File: config.mk
export PLATFORM = sky130hd
export DESIGN_NAME = pulse_seq_gen
export DESIGN_NICKNAME = d
export VERILOG_FILES = /design/src/rtl/pulse_seq_gen.sv
export SDC_FILE = /design/constraint.sdc
export NUM_CORES = 1
export LEC_CHECK = 0
export CORE_UTILIZATION = 47
export CTS_CLUSTER_SIZE = 16
export DETAILED_ROUTE_END_ITERATION = 7
export PLACE_DENSITY = 0.72
export SLEW_MARGIN = 30
export SYNTH_ARGS = -nofsm -noshare
export SYNTH_HDL_FRONTEND = slang
export SYNTH_SLANG_ARGS = --single-unit
File: constraint.sdc
create_clock -name clk -period 4.73 [get_ports clk]
set_input_delay 0.7095 -clock clk [delete_from_list [all_inputs] [get_ports clk]]
set_output_delay 0.7095 -clock clk [all_outputs]
set_load 0.03 [all_outputs]
File: src/rtl/pulse_seq_gen.sv
// Serialises a latched symbol pattern onto ONE/ZERO pulse lines, one clean
// pulse plus a low gap per symbol, with a single-cycle done strobe at the end.
module pulse_seq_gen #(
    parameter int MAX_LEN = 8,
    parameter int PULSE_W = 2,
    parameter int GAP_W   = 1,
    parameter int CW      = $clog2(MAX_LEN + 1)
) (
    input  logic               clk,
    input  logic               reset,
    input  logic               start,
    input  logic [MAX_LEN-1:0] pattern,
    input  logic [CW-1:0]      len,
    output logic               ONE,
    output logic               ZERO,
    output logic               busy,
    output logic               done,
    output logic [CW-1:0]      sent_ones,
    output logic [CW-1:0]      sent_zeros
);

    localparam int TMAX = (PULSE_W > GAP_W) ? PULSE_W : GAP_W;
    localparam int TW   = (TMAX > 1) ? $clog2(TMAX) : 1;
    localparam logic [TW-1:0] P_LAST  = TW'(PULSE_W - 1);
    localparam logic [TW-1:0] G_LAST  = TW'(GAP_W - 1);
    localparam logic [CW-1:0] LEN_MAX = CW'(MAX_LEN);

    typedef enum logic [1:0] {
        IDLE,
        PULSE,
        GAP,
        FIN
    } state_t;

    state_t             state_reg, state_next;
    logic               launch_reg, launch_next;
    logic [MAX_LEN-1:0] pat_reg, pat_next;
    logic [CW-1:0]      len_reg, len_next;
    logic [CW-1:0]      idx_reg, idx_next;
    logic [TW-1:0]      tmr_reg, tmr_next;
    logic               one_next, zero_next, busy_next, done_next;
    logic [CW-1:0]      ones_next, zeros_next;
    logic               enter_pulse;

    // Symbol selected for the pulse about to start: index 0 on launch,
    // otherwise the symbol following the current one.
    logic [CW-1:0]      idx_sel;
    logic [MAX_LEN-1:0] sym_hit;
    logic               sym;

    assign idx_sel = (state_reg == IDLE) ? '0 : idx_reg + CW'(1);

    generate
        for (genvar gi = 0; gi < MAX_LEN; gi++) begin : g_sym
            assign sym_hit[gi] = pat_reg[gi] & (idx_sel == CW'(gi));
        end
    endgenerate

    assign sym = |sym_hit;

    always_ff @(posedge clk or posedge reset) begin
        if (reset) begin
            state_reg  <= IDLE;
            launch_reg <= 1'b0;
            pat_reg    <= '0;
            len_reg    <= '0;
            idx_reg    <= '0;
            tmr_reg    <= '0;
            ONE        <= 1'b0;
            ZERO       <= 1'b0;
            busy       <= 1'b0;
            done       <= 1'b0;
            sent_ones  <= '0;
            sent_zeros <= '0;
        end else begin
            state_reg  <= state_next;
            launch_reg <= launch_next;
            pat_reg    <= pat_next;
            len_reg    <= len_next;
            idx_reg    <= idx_next;
            tmr_reg    <= tmr_next;
            ONE        <= one_next;
            ZERO       <= zero_next;
            busy       <= busy_next;
            done       <= done_next;
            sent_ones  <= ones_next;
            sent_zeros <= zeros_next;
        end
    end

    always_comb begin
        state_next  = state_reg;
        launch_next = 1'b0;
        pat_next    = pat_reg;
        len_next    = len_reg;
        idx_next    = idx_reg;
        tmr_next    = tmr_reg;
        one_next    = 1'b0;
        zero_next   = 1'b0;
        ones_next   = sent_ones;
        zeros_next  = sent_zeros;
        enter_pulse = 1'b0;

        case (state_reg)
            IDLE: begin
                // Acceptance takes one edge; the first pulse rises on the next.
                if (launch_reg) begin
                    if (len_reg == '0) begin
                        state_next = FIN;
                    end else begin
                        enter_pulse = 1'b1;
                    end
                end else if (start) begin
                    launch_next = 1'b1;
                    pat_next    = pattern;
                    len_next    = (len > LEN_MAX) ? LEN_MAX : len;
                    idx_next    = '0;
                    ones_next   = '0;
                    zeros_next  = '0;
                end
            end
            PULSE: begin
                if (tmr_reg == P_LAST) begin
                    state_next = GAP;
                    tmr_next   = '0;
                end else begin
                    tmr_next  = tmr_reg + TW'(1);
                    one_next  = ONE;
                    zero_next = ZERO;
                end
            end
            GAP: begin
                if (tmr_reg == G_LAST) begin
                    tmr_next = '0;
                    if (idx_reg + CW'(1) == len_reg) begin
                        state_next = FIN;
                    end else begin
                        enter_pulse = 1'b1;
                    end
                end else begin
                    tmr_next = tmr_reg + TW'(1);
                end
            end
            FIN: begin
                state_next = IDLE;
            end
            default: begin
                state_next = IDLE;
            end
        endcase

        // The symbol counter moves on the same edge the pulse rises.
        if (enter_pulse) begin
            state_next = PULSE;
            tmr_next   = '0;
            idx_next   = idx_sel;
            one_next   = sym;
            zero_next  = ~sym;
            if (sym) begin
                ones_next = sent_ones + CW'(1);
            end else begin
                zeros_next = sent_zeros + CW'(1);
            end
        end

        busy_next = (state_next == PULSE) || (state_next == GAP);
        done_next = (state_next == FIN);
    end

endmodule

## Word-level counts from Yosys, hierarchy flattened

Index checks and enable logic that the tools add are counted.

- Add/subtract/negate cells: 4
- Order comparisons: 1
- Equal/unequal tests: 16
- Reduce and logical (&&, ||, !) cells: 10
- Bitwise operators: 10
- Mux-type cells: 39

Operators with widths:

| operator | count |
|---|---|
| 4-bit two-way mux | 16 |
| 4-bit by 3-bit == test with 1-bit output, second input constant | 4 |
| 1-bit two-way mux | 14 |
| 4-bit by 1-bit adder with 4-bit output, second input constant | 3 |
| 2-bit two-way mux | 6 |
| 1-bit AND | 8 |
| 2-bit == test, second input constant | 4 |
| 4-bit by 2-bit == test with 1-bit output, second input constant | 2 |
| 4-bit logical NOT | 2 |
| 2-bit one-hot mux with 4 select lines | 1 |
| 8-bit OR reduction | 1 |
| 3-bit AND reduction | 2 |
| 2-bit by 1-bit == test with 1-bit output, second input constant | 2 |
| 4-bit by 1-bit == test with 1-bit output, second input constant | 1 |
| 4-bit == test | 1 |
| 4-bit greater-than comparator, second input constant | 1 |
| 1-bit one-hot mux with 2 select lines | 2 |
| 2-bit nonzero test | 2 |
| 3-bit inequality test, second input constant | 1 |
| 3-bit nonzero test | 1 |
| 2-bit logical NOT | 1 |
| 2-bit by 1-bit inequality test with 1-bit output, second input constant | 1 |
| 1-bit NOT | 2 |
| 1-bit adder, second input constant | 1 |
| 1-bit logical OR | 1 |

- Output and inout bits: 12
- Logic and storage cells: 92
- Bits of input ports: 15
- Register bits after elaboration: 32

## Longest topological paths before layout

- Depth after elaboration: 8
- Gate-level depth with buffers: 8
- Mapped depth without buffers: 7

## Worst setup path before layout

Ideal clock, no wire load.

- Path type: register to register
- Start point: reg idx_reg[0]
- End point: reg sent_ones[2]
- Data arrival time: 2.337 ns
- Required time: 4.649 ns
- Setup time: 0.081 ns
- Cell stages (with the launch flop): 9
- Slack: 2.312 ns
- Path buffers: 1
- Period minus slack after synthesis: 2.418 ns
- Cell sequence: dfrtp_1 > ha_1 > buf_4 > mux2i_1 > or2_2 > a41o_2 > a221oi_4 > mux2_4 > mux2i_4

- Cells in the longest elaborated chain, start to end: 7
- Elaborated cells between the ends (all ways): 25
- Classes of those cells: add/sub: 1; eq/ne: 8; mux: 6; bitwise: 8; reduce/logical: 2

Ends and longest elaborated chain:

| item | line | RTL |
|---|---|---|
| start: declaration | 39 | `logic [CW-1:0] idx_reg, idx_next;` |
| start signal: assignment | 80 | `idx_reg <= idx_next;` |
| 4-bit by 1-bit adder with 4-bit output (*) | 51, 135 |  |
| 4-bit two-way mux | 51 | `assign idx_sel = (state_reg == IDLE) ? '0 : idx_reg + CW'(1);` |
| 4-bit by 1-bit == test with 1-bit output, or another cell as far along | 55 | `assign sym_hit[gi] = pat_reg[gi] & (idx_sel == CW'(gi));` |
| 1-bit AND | 55 |  |
| 8-bit OR reduction | 59 | `assign sym = \|sym_hit;` |
| 4-bit two-way mux | 159 | `if (sym) begin` |
| 4-bit two-way mux (*) | 153 | `if (enter_pulse) begin` |
| via ones_next[2] | 42 | `logic [CW-1:0] ones_next, zeros_next;` |
| end signal: assignment | 86 | `sent_ones <= ones_next;` |
| end: declaration | 18 | `output logic [CW-1:0] sent_ones,` |

Mark *: on every way through the listed nets, which the timed path passes. The rest lies on a longest branch.
A chain may end at the register's enable or synchronous reset.

## Worst setup path after layout

Same ends and word-level chain as after synthesis.

==> metrics.csv <==
stage;metric;value;unit
yosys;synth unique cells;41;
timing;Clock Skew;0.0116;ns
yosys;Synth area leader;dfrtp_1;
detailed_routing;Detailed Routing Iterations Pass 1;4;
timing;final hold vios;0;
yosys;synth top area cells;dfrtp_1 (47%), nand2_1 (10%), o21ai_0 (3.5%), ha_1 (3.0%), mux2i_1 (3.0%);
global_routing;GRT Overall Usage;0.193;
timing;final setup TNS;0;ns
placement;Placement Setup Slack;1.83;ns
setup_path;CP max stage cell;ha_1;
finish;leading cell types in the layout, fill and taps excluded;nand2_1 (45), dfrtp_1 (32), clkdlybuf4s50_1 (26);
global_routing;initial antenna violation count;0;
global_routing;first-pass GRT wire length;5150;um
timing;PnR worst setup slack;1.96;ns
finish;layout cells sized above 1;0.126;
cts;htree depth;2;
die;core region area;3390;um^2
finish;Largest register FFs;8;
setup_path;data required time of the worst path;5.01;ns
setup_path;WS Path Type;flip-flop to flip-flop;
global_routing;largest net degree at the start of global routing;33;
setup_path;startpoint types;flip-flop;
detailed_routing;drt via density;5.33;
die;die area;3850;um^2
setup_path;critical path arrival;3.04;ns
yosys;Yosys reg bits;32;
cts;TritonCTS clock tree;done;
pwr;P per Cell Area;591;nW/um^2
cts;CTS max path bufs;2;
yosys;Post-Synthesis Cell Area;1700;um^2
pwr;Pwr Total;1.21;mW
placement;dpl hpwl;2380;um
detailed_routing;Detailed Route WL;3280;um
yosys;Syn. warnings;0;
pwr;Max VDD drop;0.251;mV
global_routing;gr ovfl total;0;
timing;Tmin final;2.77;ns
timing;RSZ-0062 raised after global routing;false;
die;starting density of the core;0.500;
placement;GPL Wtd Cong;0.827;
cts;CTS Sinks;32;
die;Die X;62.1;um
timing;Slew Limit Fails;0;
die;IO Pins;27;
yosys;sequential-to-total area share from yosys stat;0.472;
worst_hold_path;HP Class;flip-flop to flip-flop;
cts;CTS buffer count;5;
yosys;Synth Area per Inst;10.0;um^2
status;status;finished clean;
die;die height;62.1;um
finish;synth-to-layout area growth;20.6;%
detailed_routing;DRC;0;
detailed_routing;drt first-iter violations;47;
global_routing;vias in the first global route;1166;
job;MaxCap Viol Count;0;
cts;Reg clk slew, reported paths;0.10;ns
cts;# hold bufs at CTS;0;
die;number of cell rows;21;
cts;later-pin clock latency in the skew report;0.34;ns
placement;I/O Buffers;26;
pwr;leakage;0.950;nW
detailed_routing;WL per Instance;13.4;um
yosys;Synth top area share;0.472;
finish;nets@finish;216;
finish;antenna cell count;0;
cts;post-CTS sizing;0;
setup_path;crit-path cells;ha_1, mux2i_1, or2_2, a41o_2, a221oi_4, mux2_4, mux2i_4;
yosys;Syn Nets;188;
cts;Root Buffer Master;clkbuf_4;
timing;Setup violations, final;0;
setup_path;worst-path fanout max;13;
detailed_routing;Routed Antenna Nets;0;
timing;fin crit share;0.585;
cts;setup bufs post-CTS;0;
detailed_routing;total number of vias;1301;
setup_path;Worst path max stage delay;0.55;ns
timing;fmax;0.362;GHz
timing;Tightest Pin Transition;0.840;ns
finish;commonest non-fill, non-tap cell in the layout;nand2_1;
timing;slew margin rel.;0.439;
yosys;Mapped Cells;169;
setup_path;endpoint class of the critical path;flip-flop;
-- per-stage QoR --
step           hold WS [ns]  instances  cell area [um^2]   util
2_1_floorplan         0.439        169              1700      -
3_3_place_gp          0.462        236              1980  0.585
3_5_place_dp          0.470        236              1980  0.585
4_1_cts               0.491        244              2040  0.603
5_1_grt               0.519        244              2040  0.603
6_report              0.486        244              2040  0.603
-- critical path, delay by kind of cell, from the launching register on --
family | cells | cell delay (ns)
AOI/OAI and AO/OA | 2 | 0.72
muxes | 3 | 0.59
adders and majority gates | 1 | 0.55
DFF | 1 | 0.54
and+or+nand+nor | 1 | 0.30
-- power by group --
group | switching [mW] | internal [mW]
Sequential | 0.0859 | 0.370
Combinational | 0.347 | 0.241
Clock | 0.0928 | 0.0706
-- cell usage after synthesis --
cell and count:
o31ai_4 1, nand3_1 5, buf_6 1, xnor2_1 5, and2_2 1, mux2_1 1, nor2b_1 1, a221oi_1 1
nand4_1 3, o21ai_0 12, nor2_1 6, nand2_1 45, or2_2 2, a221o_2 1, nor3b_1 3, nand2b_1 3
nor3_1 1, buf_1 1, dfrtp_1 32, a21o_2 2, a31o_2 1, inv_1 5, a21boi_0 1, ha_1 4
buf_4 2, a31oi_1 2, and4_2 1, o22ai_1 4, mux2_4 1, a41o_2 1, a21oi_1 2, nand3b_1 1
a221oi_4 1, xor2_1 2, a21o_1 2, clkbuf_1 2, mux2i_4 1, or4_1 1, mux2i_1 5, xor2_2 2
a32oi_4 1
-- area by class of cell --
| type | count | area, um^2 |
|---|---|---|
| Fill cell | 271 | 1350 |
| Multi-Input combinational cell | 126 | 838 |
| Sequential cell | 32 | 801 |
| Timing Repair Buffer | 27 | 268 |
| Tap cell | 46 | 57.6 |
| Clock buffer | 6 | 51.3 |
| Inverter | 5 | 18.8 |
| Clock inverter | 2 | 10.0 |
-- per-layer routing --
layer	vias to the layer above	routed length, um	track usage
met3	6	149	0.0559
met5	-	0	0
met2	33	1700	0.333
met1	622	1370	0.221
li1	640	-	-
met4	0	60	0.0857
-- kinds of logic after synthesis --
| kind of cell | synth area share |
|---|---|
| multiplexers | 0.0583 |
| flip-flops | 0.472 |
| AND/OR/NAND/NOR | 0.196 |
| adder cells (fa/ha/maj) | 0.0295 |
| XOR/XNOR | 0.0554 |
| AO/OA/AOI/OAI | 0.155 |
| buffers and inverters | 0.0332 |
-- worst paths after layout --
path / start / endpoint / slack, ns / cells after the start
worst max register to register: idx_reg[0] / sent_ones[2] / 1.96 / 7
max in group asynchronous: reset / idx_reg[2] / 3.68 / 3
min in group asynchronous: reset / sent_ones[1] / 0.74 / 3
worst min register to register: pat_reg[3] / pat_reg[3] / 0.49 / 2
worst min-delay path: pat_reg[3] / pat_reg[3] / 0.49 / 2
worst max-delay path: idx_reg[0] / sent_ones[2] / 1.96 / 7
Note: power is estimated with default switching activity, not from simulation.
